### config.mk
export PLATFORM = sky130hd
export DESIGN_NAME = reg_access_ctrl_flat
export DESIGN_NICKNAME = d
export VERILOG_FILES = /design/src/rtl/reg_access_ctrl_pkg.sv /design/src/rtl/reg_access_ctrl_if.sv /design/src/rtl/reg_rd_capture.sv /design/src/rtl/reg_access_ctrl.sv /design/src/flat_wrapper.sv
export SDC_FILE = /design/constraint.sdc
export NUM_CORES = 1
export LEC_CHECK = 0
export BUFFER_PORTS_ARGS = -buffer_cell sky130_fd_sc_hd__buf_4
export CAP_MARGIN = 20
export CORE_UTILIZATION = 35
export CTS_CLUSTER_SIZE = 14
export DETAILED_ROUTE_END_ITERATION = 8
export PLACE_DENSITY = 0.73
export SLEW_MARGIN = 10
export SYNTH_ARGS = -nofsm -noshare
export SYNTH_HDL_FRONTEND = slang
export SYNTH_SLANG_ARGS = --single-unit
### constraint.sdc
create_clock -name clk -period 2.41 [get_ports clk]
set_input_delay 0.1205 -clock clk [delete_from_list [all_inputs] [get_ports clk]]
set_output_delay 0.1205 -clock clk [all_outputs]
set_load 0.1 [all_outputs]
### src/rtl/reg_access_ctrl_pkg.sv
// Shared types and constants for the register-file access sequencer.
package reg_access_ctrl_pkg;

  localparam int unsigned REG_WIDTH  = 32;
  localparam int unsigned ADDR_WIDTH = 4;
  localparam int unsigned WR_GAP_DEF = 2;
  localparam int unsigned NUM_SLOTS  = 2;

  localparam logic SLOT_RS1 = 1'b0;
  localparam logic SLOT_RS2 = 1'b1;

  typedef logic [ADDR_WIDTH-1:0] addr_t;
  typedef logic [REG_WIDTH-1:0]  data_t;

  localparam addr_t X0_ADDR = '0;

  typedef enum logic [2:0] {
    ST_IDLE,
    ST_WRITE,
    ST_WR_WAIT,
    ST_RD1,
    ST_RD2,
    ST_CAP,
    ST_RSP
  } state_e;

  typedef struct packed {
    addr_t rd;
    data_t data;
  } wb_req_t;

endpackage

### src/rtl/reg_access_ctrl_if.sv
// Pipeline-side request/response channels plus the register-file port.
interface reg_access_ctrl_if;
  import reg_access_ctrl_pkg::*;

  logic  op_req_valid;
  logic  op_req_ready;
  addr_t op_rs1;
  addr_t op_rs2;
  logic  op_rsp_valid;
  logic  op_rsp_ready;
  data_t op_rs1_data;
  data_t op_rs2_data;
  logic  wb_valid;
  logic  wb_ready;
  addr_t wb_rd;
  data_t wb_data;
  logic  rf_read_en;
  logic  rf_write_en;
  addr_t rf_addr;
  data_t rf_wr_data;
  logic  rf_rd_data_val;
  data_t rf_rd_data;

  modport master (
    output op_req_valid, op_rs1, op_rs2, op_rsp_ready,
    output wb_valid, wb_rd, wb_data,
    output rf_rd_data_val, rf_rd_data,
    input  op_req_ready, op_rsp_valid, op_rs1_data, op_rs2_data,
    input  wb_ready, rf_read_en, rf_write_en, rf_addr, rf_wr_data
  );

  modport slave (
    input  op_req_valid, op_rs1, op_rs2, op_rsp_ready,
    input  wb_valid, wb_rd, wb_data,
    input  rf_rd_data_val, rf_rd_data,
    output op_req_ready, op_rsp_valid, op_rs1_data, op_rs2_data,
    output wb_ready, rf_read_en, rf_write_en, rf_addr, rf_wr_data
  );

endinterface

### src/rtl/reg_rd_capture.sv
// Collects the two read results in arrival order; x0 slots capture zero.
module reg_rd_capture
  import reg_access_ctrl_pkg::*;
(
  input  logic  clk,
  input  logic  rst_n,
  input  logic  en_i,
  input  logic  clr_i,
  input  logic  val_i,
  input  data_t data_i,
  input  addr_t addr0_i,
  input  addr_t addr1_i,
  output data_t slot0_o,
  output data_t slot1_o,
  output logic  both_full_o,
  output logic  last_cap_o
);

  logic                             ptr_q;
  logic                             full_q;
  logic [NUM_SLOTS-1:0][REG_WIDTH-1:0] slot_q;
  logic                             cap;
  addr_t                            cur_addr;

  assign cap      = en_i & val_i & ~full_q;
  assign cur_addr = (ptr_q == SLOT_RS2) ? addr1_i : addr0_i;

  always_ff @(posedge clk) begin
    if (!rst_n) begin
      ptr_q  <= SLOT_RS1;
      full_q <= 1'b0;
      slot_q <= '0;
    end else if (clr_i) begin
      ptr_q  <= SLOT_RS1;
      full_q <= 1'b0;
    end else if (cap) begin
      slot_q[ptr_q] <= (cur_addr == X0_ADDR) ? '0 : data_i;
      if (ptr_q == SLOT_RS2) full_q <= 1'b1;
      else                   ptr_q  <= SLOT_RS2;
    end
  end

  // last_cap_o lets the sequencer leave CAP on the same edge the second slot fills
  assign last_cap_o  = cap & (ptr_q == SLOT_RS2);
  assign both_full_o = full_q;
  assign slot0_o     = slot_q[SLOT_RS1];
  assign slot1_o     = slot_q[SLOT_RS2];

endmodule

### src/rtl/reg_access_ctrl.sv
// Serialises operand fetches and writebacks onto the single-port register file.
module reg_access_ctrl
  import reg_access_ctrl_pkg::*;
#(
  parameter int unsigned WR_GAP = WR_GAP_DEF
) (
  input logic              clk,
  input logic              rst_n,
  reg_access_ctrl_if.slave bus
);

  localparam int unsigned       CNT_W    = (WR_GAP > 2) ? $clog2(WR_GAP - 1) : 1;
  localparam logic [CNT_W-1:0]  CNT_LOAD = CNT_W'((WR_GAP > 1) ? WR_GAP - 2 : 0);

  state_e           state_q, state_d;
  wb_req_t          wb_q, wb_d;
  addr_t            rs1_q, rs1_d, rs2_q, rs2_d;
  logic [CNT_W-1:0] cnt_q, cnt_d;
  logic             idle_q, idle_d;
  logic             rd_en_q, rd_en_d, wr_en_q, wr_en_d;
  addr_t            rf_addr_q, rf_addr_d;
  data_t            rf_wdata_q, rf_wdata_d;
  logic             rsp_valid_q, rsp_valid_d;

  logic  both_full, last_cap, cap_en, cap_clr;
  data_t slot0, slot1;

  always_ff @(posedge clk) begin
    if (!rst_n) begin
      state_q     <= ST_IDLE;
      wb_q        <= '0;
      rs1_q       <= '0;
      rs2_q       <= '0;
      cnt_q       <= '0;
      idle_q      <= 1'b0;
      rd_en_q     <= 1'b0;
      wr_en_q     <= 1'b0;
      rf_addr_q   <= '0;
      rf_wdata_q  <= '0;
      rsp_valid_q <= 1'b0;
    end else begin
      state_q     <= state_d;
      wb_q        <= wb_d;
      rs1_q       <= rs1_d;
      rs2_q       <= rs2_d;
      cnt_q       <= cnt_d;
      idle_q      <= idle_d;
      rd_en_q     <= rd_en_d;
      wr_en_q     <= wr_en_d;
      rf_addr_q   <= rf_addr_d;
      rf_wdata_q  <= rf_wdata_d;
      rsp_valid_q <= rsp_valid_d;
    end
  end

  // Next state, then register-file strobes decoded from the state being entered
  always_comb begin
    state_d     = state_q;
    wb_d        = wb_q;
    rs1_d       = rs1_q;
    rs2_d       = rs2_q;
    cnt_d       = cnt_q;
    rd_en_d     = 1'b0;
    wr_en_d     = 1'b0;
    rf_addr_d   = rf_addr_q;
    rf_wdata_d  = rf_wdata_q;
    rsp_valid_d = 1'b0;

    unique case (state_q)
      ST_IDLE: begin
        if (idle_q) begin
          if (bus.wb_valid) begin
            if (bus.wb_rd != X0_ADDR) begin
              wb_d    = '{rd: bus.wb_rd, data: bus.wb_data};
              state_d = ST_WRITE;
            end
          end else if (bus.op_req_valid) begin
            rs1_d   = bus.op_rs1;
            rs2_d   = bus.op_rs2;
            state_d = ST_RD1;
          end
        end
      end
      ST_WRITE: begin
        cnt_d   = CNT_LOAD;
        state_d = (WR_GAP > 1) ? ST_WR_WAIT : ST_IDLE;
      end
      ST_WR_WAIT: begin
        if (cnt_q == '0) state_d = ST_IDLE;
        else             cnt_d   = cnt_q - 1'b1;
      end
      ST_RD1:  state_d = ST_RD2;
      ST_RD2:  state_d = ST_CAP;
      ST_CAP:  if (both_full || last_cap) state_d = ST_RSP;
      ST_RSP:  if (bus.op_rsp_ready) state_d = ST_IDLE;
      default: state_d = ST_IDLE;
    endcase

    case (state_d)
      ST_WRITE: begin
        wr_en_d    = 1'b1;
        rf_addr_d  = wb_d.rd;
        rf_wdata_d = wb_d.data;
      end
      ST_RD1: begin
        rd_en_d   = 1'b1;
        rf_addr_d = rs1_d;
      end
      ST_RD2: begin
        rd_en_d   = 1'b1;
        rf_addr_d = rs2_d;
      end
      ST_RSP:  rsp_valid_d = 1'b1;
      default: ;
    endcase

    idle_d = (state_d == ST_IDLE);
  end

  assign cap_en  = (state_q == ST_RD2) || (state_q == ST_CAP);
  assign cap_clr = (state_q == ST_RSP) && bus.op_rsp_ready;

  reg_rd_capture u_capture (
    .clk         (clk),
    .rst_n       (rst_n),
    .en_i        (cap_en),
    .clr_i       (cap_clr),
    .val_i       (bus.rf_rd_data_val),
    .data_i      (bus.rf_rd_data),
    .addr0_i     (rs1_q),
    .addr1_i     (rs2_q),
    .slot0_o     (slot0),
    .slot1_o     (slot1),
    .both_full_o (both_full),
    .last_cap_o  (last_cap)
  );

  // Writeback wins in IDLE, so the fetch ready has to see wb_valid directly
  assign bus.wb_ready     = idle_q;
  assign bus.op_req_ready = idle_q & ~bus.wb_valid;
  assign bus.op_rsp_valid = rsp_valid_q;
  assign bus.op_rs1_data  = slot0;
  assign bus.op_rs2_data  = slot1;
  assign bus.rf_read_en   = rd_en_q;
  assign bus.rf_write_en  = wr_en_q;
  assign bus.rf_addr      = rf_addr_q;
  assign bus.rf_wr_data   = rf_wdata_q;

endmodule

### src/flat_wrapper.sv
// flat-port wrapper written by rule: the top's interface ports become plain ports
module reg_access_ctrl_flat import reg_access_ctrl_pkg::*;
#(
  parameter int unsigned WR_GAP = WR_GAP_DEF
)
  (clk, rst_n, bus_op_req_valid, bus_op_rs1, bus_op_rs2, bus_op_rsp_ready, bus_wb_valid, bus_wb_rd, bus_wb_data, bus_rf_rd_data_val, bus_rf_rd_data, bus_op_req_ready, bus_op_rsp_valid, bus_op_rs1_data, bus_op_rs2_data, bus_wb_ready, bus_rf_read_en, bus_rf_write_en, bus_rf_addr, bus_rf_wr_data);
  reg_access_ctrl_if bus_i ();
  input logic clk;
  input logic rst_n;
  input wire logic [$bits(bus_i.op_req_valid)-1:0] bus_op_req_valid;
  input wire logic [$bits(bus_i.op_rs1)-1:0] bus_op_rs1;
  input wire logic [$bits(bus_i.op_rs2)-1:0] bus_op_rs2;
  input wire logic [$bits(bus_i.op_rsp_ready)-1:0] bus_op_rsp_ready;
  input wire logic [$bits(bus_i.wb_valid)-1:0] bus_wb_valid;
  input wire logic [$bits(bus_i.wb_rd)-1:0] bus_wb_rd;
  input wire logic [$bits(bus_i.wb_data)-1:0] bus_wb_data;
  input wire logic [$bits(bus_i.rf_rd_data_val)-1:0] bus_rf_rd_data_val;
  input wire logic [$bits(bus_i.rf_rd_data)-1:0] bus_rf_rd_data;
  output wire logic [$bits(bus_i.op_req_ready)-1:0] bus_op_req_ready;
  output wire logic [$bits(bus_i.op_rsp_valid)-1:0] bus_op_rsp_valid;
  output wire logic [$bits(bus_i.op_rs1_data)-1:0] bus_op_rs1_data;
  output wire logic [$bits(bus_i.op_rs2_data)-1:0] bus_op_rs2_data;
  output wire logic [$bits(bus_i.wb_ready)-1:0] bus_wb_ready;
  output wire logic [$bits(bus_i.rf_read_en)-1:0] bus_rf_read_en;
  output wire logic [$bits(bus_i.rf_write_en)-1:0] bus_rf_write_en;
  output wire logic [$bits(bus_i.rf_addr)-1:0] bus_rf_addr;
  output wire logic [$bits(bus_i.rf_wr_data)-1:0] bus_rf_wr_data;
  assign bus_i.op_req_valid = bus_op_req_valid;
  assign bus_i.op_rs1 = bus_op_rs1;
  assign bus_i.op_rs2 = bus_op_rs2;
  assign bus_i.op_rsp_ready = bus_op_rsp_ready;
  assign bus_i.wb_valid = bus_wb_valid;
  assign bus_i.wb_rd = bus_wb_rd;
  assign bus_i.wb_data = bus_wb_data;
  assign bus_i.rf_rd_data_val = bus_rf_rd_data_val;
  assign bus_i.rf_rd_data = bus_rf_rd_data;
  assign bus_op_req_ready = bus_i.op_req_ready;
  assign bus_op_rsp_valid = bus_i.op_rsp_valid;
  assign bus_op_rs1_data = bus_i.op_rs1_data;
  assign bus_op_rs2_data = bus_i.op_rs2_data;
  assign bus_wb_ready = bus_i.wb_ready;
  assign bus_rf_read_en = bus_i.rf_read_en;
  assign bus_rf_write_en = bus_i.rf_write_en;
  assign bus_rf_addr = bus_i.rf_addr;
  assign bus_rf_wr_data = bus_i.rf_wr_data;
  reg_access_ctrl #(.WR_GAP(WR_GAP)) u_core (.clk(clk), .rst_n(rst_n), .bus(bus_i));
endmodule
* After elaboration in Yosys (flattened, before gate mapping)
Cells that the tools add are included.
Operators by class: reduce and logical (&&, ||, !) cells 14, add/subtract/negate cells 1, multiply operators 0, bitwise operators 8, mux-type cells 31, $lt $le $gt $ge 2, shift operators 0, divide/modulo/power cells 0, eq/ne operators 10
Operators by type and width (count):
- 2-to-1 mux 36 bit | 4
- bitwise mux 64 bit | 1
- 2-to-1 mux 32 bit | 2
- 2-to-1 mux 4 bit | 9
- demux 32 bit (select 1 bit) | 1
- 2-to-1 mux 3 bit | 7
- one-hot mux 3 bit (7 select lines) | 1
- == test 3 bit, second input constant | 5
- one-hot mux 4 bit (3 select lines) | 1
- == test 3 x 2 -> 1 bit, second input constant | 3
- == test 3 x 1 -> 1 bit, second input constant | 2
- zero test 3 bit | 2
- bitwise AND 1 bit | 4
- zero test 4 bit | 1
- 2-to-1 mux 1 bit | 4
- NOT 1 bit | 4
- AND reduction 2 bit | 2
- nonzero test 4 bit | 1
- OR reduction 2 bit | 2
- nonzero test 3 bit | 1
- logical AND 1 bit | 2
- logical OR 1 bit | 2
- < comparator 1 x 2 -> 1 bit, second input constant | 1
- one-hot mux 1 bit (2 select lines) | 1
- 3 further kinds | 3
Storage, ports and cells: ROM bits 0, input port bits 82, memories 0, word-level logic and storage cells 82, output and inout bits 105, memory bits (writable) 0, bits in latches 0, register bits 154

* Longest topological paths before layout
word-level depth 11, depth in mapped cells 7, depth with buffers taken out 4

* By module
From an unflattened synthesis, not the netlist that was laid out.
Second synthesis, totals: cell total of the unflattened synthesis 566, area, all modules 4951.0 sq um
Modules (own cells, without submodules):
- reg_rd_capture | seq. area each 1321.3 sq um, area an instance 2780.2 sq um, times used 1, cells each 305
- reg_access_ctrl | seq. area each 1041.0 sq um, area an instance 2170.8 sq um, times used 1, cells each 261

* Least setup slack after synthesis
No wires, ideal clock.
kind reg-to-output, from reg u_core.idle_q (netlist: u_core.bus.wb_ready), to out bus_op_req_ready, data required time 2.289 ns, path slack -0.096 ns, stages on the path, launching flop included 2, arrival time 2.385 ns, path buffers 0, path through dfxtp_1 -> nor2b_1
On the way: longest elaborated chain between the ends 1
RTL lines:
- from (decl) | RTL line reg_access_ctrl.sv:19 | logic idle_q, idle_d;
- from (signal assigned) | RTL line reg_access_ctrl.sv:47 | idle_q <= idle_d;
- bitwise AND 1 bit | RTL line reg_access_ctrl.sv:140 | assign bus.op_req_ready = idle_q & ~bus.wb_valid;
- to (decl) | RTL line flat_wrapper.sv:19 | output wire logic [$bits(bus_i.op_req_ready)-1:0] bus_op_req_ready;
No other way between the ends.

* Worst setup path after layout
from reg u_core.state_q[0], to reg u_core.rf_addr_q[1] (netlist: u_core.bus.rf_addr[1])
On the way: longest elaborated chain between the ends 10, elaborated cells between the ends (all ways) 28, classes of those cells eq/ne: 9; mux: 12; bitwise: 3; reduce/logical: 4
RTL lines:
- from (decl) | RTL line reg_access_ctrl.sv:15 | state_e state_q, state_d;
- from (signal assigned) | RTL line reg_access_ctrl.sv:42 | state_q <= state_d;
- == test 3 bit | RTL line reg_access_ctrl.sv:69, reg_access_ctrl.sv:120
- logical OR 1 bit | RTL line reg_access_ctrl.sv:120 | assign cap_en = (state_q == ST_RD2) || (state_q == ST_CAP);
- bitwise AND 1 bit (2 in series) | RTL line reg_rd_capture.sv:25 | assign cap = en_i & val_i & ~full_q;
- bitwise AND 1 bit | RTL line reg_rd_capture.sv:44 | assign last_cap_o = cap & (ptr_q == SLOT_RS2);
- logical OR 1 bit | RTL line reg_access_ctrl.sv:94 | ST_CAP: if (both_full || last_cap) state_d = ST_RSP;
- 2-to-1 mux 3 bit | RTL line reg_access_ctrl.sv:94
- one-hot mux 3 bit (7 select lines) | RTL line reg_access_ctrl.sv:69 | unique case (state_q)
- == test 3 bit (tied with other cells) | RTL line reg_access_ctrl.sv:99 | case (state_d)
- one-hot mux 4 bit (3 select lines) / nonzero test 3 bit (equally long branches)
- to (signal assigned) | RTL line reg_access_ctrl.sv:50 | rf_addr_q <= rf_addr_d;
- to (decl) | RTL line reg_access_ctrl.sv:21 | addr_t rf_addr_q, rf_addr_d;
Several ways; a longest one is shown, not always the timed one. A chain may end at the register's enable or synchronous reset.

==> results.txt <==
* Status: finished clean
- The cell family contributing the most delay on the critical path is simple AND/OR/NAND/NOR gates.
* Transition time at the pin with the least slew margin: between 600 and 700 ps
* H-tree lvl count: 4
- Post-detailed-route DRC marker count: 0
- The floorplan has 40 rows.
* Number of distinct library cell variants in the gate-level netlist after synthesis: 33
- Along the worst path, the maximum fanout reaches 15.
- Synthesized net count: 628
- Xor-xnor portion of the synthesized cell area: 0%
* Number of sinks on the clock net: 117
- Relative contribution of combinational cells to total power: 17.0%
- Dividing the detail-routed wire length by the instance count gives between 10 and 15 um.
- I/O Buffers: 186
* Critical-path cell list: nor4b_2 -> nand3_1 -> o21ai_0 -> o221a_2
- Leakage power summed over all cells: 2.94 nW
- Setup Skew: 5.28 ps
- Setup-violating endpoint count in the final report: 0
* Setup repair after global routing missed its margin: false
- The largest individual stage delay along the critical path comes from the cell sky130_fd_sc_hd__nor4b_2.
- After Yosys synthesis, full adders, half adders and majority gates account for 0% of the synthesized area.
* Post-Synth Simple-Gate Area: around a quarter
- Initial antenna violation count: 0
- Count of hold buffers inserted by post-cts repair: 71
- The share of total power dissipated in the clock network is 46.7%.
* Mux share of post-synthesis cell area: 0%
* Num ports: 187
- The setup path with the least slack is of type reg2reg.
- The die covers roughly 0.013 mm^2.
- The synthesized netlist devotes about 16% of its cell area to compound gates.
- During synthesis, Yosys emitted a total of 0 warnings.
- Post_cts resized: 0
* Width of the chip: about 110 um
- Final critical delay including setup and external delays: 1980 ps
- DRT Wirelength: 14200 um
* DRT iter0 DRCs: 306
- The max-slew violation count is 0.
- Dominant combinational cell family by area after synthesis: simple AND/OR/NAND/NOR gates
- Vias: just under 5000
- Ratio of routed vias to standard cells: 4.99
* Total power density per cell area: 781 mW/mm^2
* Area growth, synth to finish: 64.3%
- Synthesis inferred between 100 and 150 register bits.
- The detail route stage leaves a number of antenna-violating nets equal to 0.
* Crit path buffers/inverters: 0
- Proportion of layout cells with a drive suffix above 1: 29.5%
- Setup tns final: 0 ps
- Starting density of the core: 36.1%
* Final Hold Violating Endpoints: 0
* Maximum number of pins on one net before global-route repair: 49
- Summing every instance area after synthesis gives between 0.004 and 0.005 mm^2.
* Maximum clock rate: 0.504 GHz
- DPL Wire Length: 8950 um
- Number of inserted diodes: 0
- Startpoint Class: flip-flop
* Highest-count cells in the layout ignoring fill and taps: sky130_fd_sc_hd__buf_4 (194), sky130_fd_sc_hd__nand2_1 (152), sky130_fd_sc_hd__dfxtp_1 (117)
- Worst-case hold slack: 36.0 ps
- VDD sags by at most approximately 0.00047 V.
- Post-Layout Cell Count: ~960
- For this run the aggregate overflow at the end of global routing stands at 0.
- Final cell utilization of the core: about three fifths
- Leaving out fill and tap cells, the most frequent cell in the layout is sky130_fd_sc_hd__buf_4.
- Clock input transition at the sequential cells of the worst setup and hold paths: 50 ps
- Critical Path RT: 2760 ps
- In this run the post-CTS setup repair buffer count came out at 0.
* Type of the worst min-delay path: in2reg
* Switching part of the total power: 27.4%
* Placed cells: 859
- Die Span Y: 114 um
- Vias in the first global route: 4688
- TritonRoute pass-1 iters: 5
* Critical path data arrival time: 2330 ps
- The largest single stage delay on the critical path is 500 ps.
- After filler insertion, the fill cell instance count of the layout stands at 1017.
- Clock latency of the later-clocked register in the worst-skew pair: 410 ps
* Capturing element type of the critical path: flip-flop
- Worst slew slack as a fraction of its limit: 53.6%
- The final layout contains 863 nets.
* Area occupied by multi-input gates: 0.00180 mm^2
- Clock tree synthesis selected as its root buffer the cell sky130_fd_sc_hd__clkbuf_16.
- Core ar.: 0.0121 mm^2
- For this design the total switching power over the nets is 1.54 mW.
- Clock buffers created by TritonCTS: 17
- Sequential cells account for approximately 36% of the total power.
- TritonCTS built the clock tree.
- The clock passes through at most 2 buffers.
- Max-Cap Viols: 0
- The cell count after synthesis came out at about 550.
- At the end of routability-driven placement, the weighted congestion stood at 0.869.
- Global-route wire length before repair: 22200 um
* Internal power consumption: 4.07 mW
- Share of the clock period used by the worst path: ~82%
- Dividing the synthesized area by the synthesized cell count gives 8.01 um^2.
* Sequential share of the synthesized area: 53.6%
- Registers take between 0.002 and 0.0025 mm^2.
- Global routing used 22.0% of the available tracks across all layers.
-- power by group through the flow --
stage                     sequential (mW)  combinational [mW]  clock (mW)
after CTS                            2.03               0.947        2.67
final                                2.04               0.954        2.62
after global placement               2.07               0.843           0
after detailed placement             2.08               0.852           0
after floorplan                      2.43               0.239           0
after global routing                 2.04                1.00        2.76
-- Yosys cell counts --
cell type                  instances  share of area, %
sky130_fd_sc_hd__inv_1             3              0.26
sky130_fd_sc_hd__nand3b_1          1              0.17
sky130_fd_sc_hd__a41oi_1           1              0.20
sky130_fd_sc_hd__o221a_2           1              0.26
sky130_fd_sc_hd__or4_1             2              0.34
sky130_fd_sc_hd__a21oi_1         108                12
sky130_fd_sc_hd__nand3_1          66               7.6
sky130_fd_sc_hd__and4bb_2          1              0.29
sky130_fd_sc_hd__and3_1            2              0.29
sky130_fd_sc_hd__buf_2            11               1.3
sky130_fd_sc_hd__buf_6             1              0.26
sky130_fd_sc_hd__nand2_1         152                13
sky130_fd_sc_hd__and2_1            1              0.14
sky130_fd_sc_hd__buf_4             4              0.69
sky130_fd_sc_hd__and4_1            1              0.20
sky130_fd_sc_hd__a31oi_1           3              0.43
sky130_fd_sc_hd__nand2b_1          3              0.43
sky130_fd_sc_hd__clkbuf_1         35               3.0
sky130_fd_sc_hd__nor2b_1           2              0.29
sky130_fd_sc_hd__o21ai_0           3              0.34
sky130_fd_sc_hd__nor4b_2           1              0.34
sky130_fd_sc_hd__and3b_1           1              0.20
sky130_fd_sc_hd__o41ai_1           3              0.60
sky130_fd_sc_hd__a311oi_2          1              0.34
sky130_fd_sc_hd__o311a_1           1              0.23
sky130_fd_sc_hd__or4_4             1              0.26
sky130_fd_sc_hd__a21o_1            2              0.34
sky130_fd_sc_hd__nand3_2           1              0.23
sky130_fd_sc_hd__nor3_1            6              0.69
sky130_fd_sc_hd__o311ai_0          3              0.60
sky130_fd_sc_hd__a311oi_1          1              0.20
sky130_fd_sc_hd__dfxtp_1         117                54
sky130_fd_sc_hd__nor2_1            7              0.60
-- tightest hold or removal path: stages --
cell and delay (ps):
sky130_fd_sc_hd__buf_4 100, sky130_fd_sc_hd__a41oi_1 110, sky130_fd_sc_hd__nor2_1 80
-- through the flow --
step                worst slack [ps]  cell area [um^2]  total power, mW
finish                           425              7190             5.61
detailed placement               490              5860             2.93
global placement                 594              5860             2.91
CTS                              480              7190             5.65
global route                     290              7190             5.81
floorplan                        170              4380             2.67
-- sequential cells by signal (all words and copies together), names as in the netlist --
signal and cells:
u_core.bus.op_rsp_valid 1, u_core.bus.rf_addr 4, u_core.bus.rf_read_en 1, u_core.bus.rf_wr_data 32, u_core.bus.rf_write_en 1, u_core.bus.wb_ready 1, u_core.rs1_q 4, u_core.rs2_q 4
u_core.state_q 3, u_core.u_capture.both_full_o 1, u_core.u_capture.ptr_q 1, u_core.u_capture.slot0_o 32, u_core.u_capture.slot1_o 32
-- final timing paths --
kind,start,to,slack (ps),cells after the start
min,bus_rf_rd_data_val,u_core.u_capture.both_full_o,40,3
max reg2reg,u_core.state_q[0],u_core.bus.rf_addr[1],430,4
min reg2reg,u_core.u_capture.slot0_o[8],u_core.u_capture.slot0_o[8],450,2
max,u_core.state_q[0],u_core.bus.rf_addr[1],430,4
-- metal layers --
metal  wire [um]  track usage [%]
met5           0                0
met2        6870             37.5
met4         346             10.6
met1        5880             25.1
met3        1140             6.75
-- cell type report --
cell class / instances / share of cell area (%)
well taps: 168 / 2.93
repair buffers: 267 / 30.7
multi-input cells: 375 / 25.0
clock buffers: 22 / 6.46
inverters: 3 / 0.174
flip-flops and latches: 117 / 32.6
clock inverters: 10 / 2.12
-- logic make-up after synthesis --
logic type | after synthesis
buf+inv | 54
compound gates | 127
flops | 117
simple gates | 248
Power figures use the tool's default switching activity.
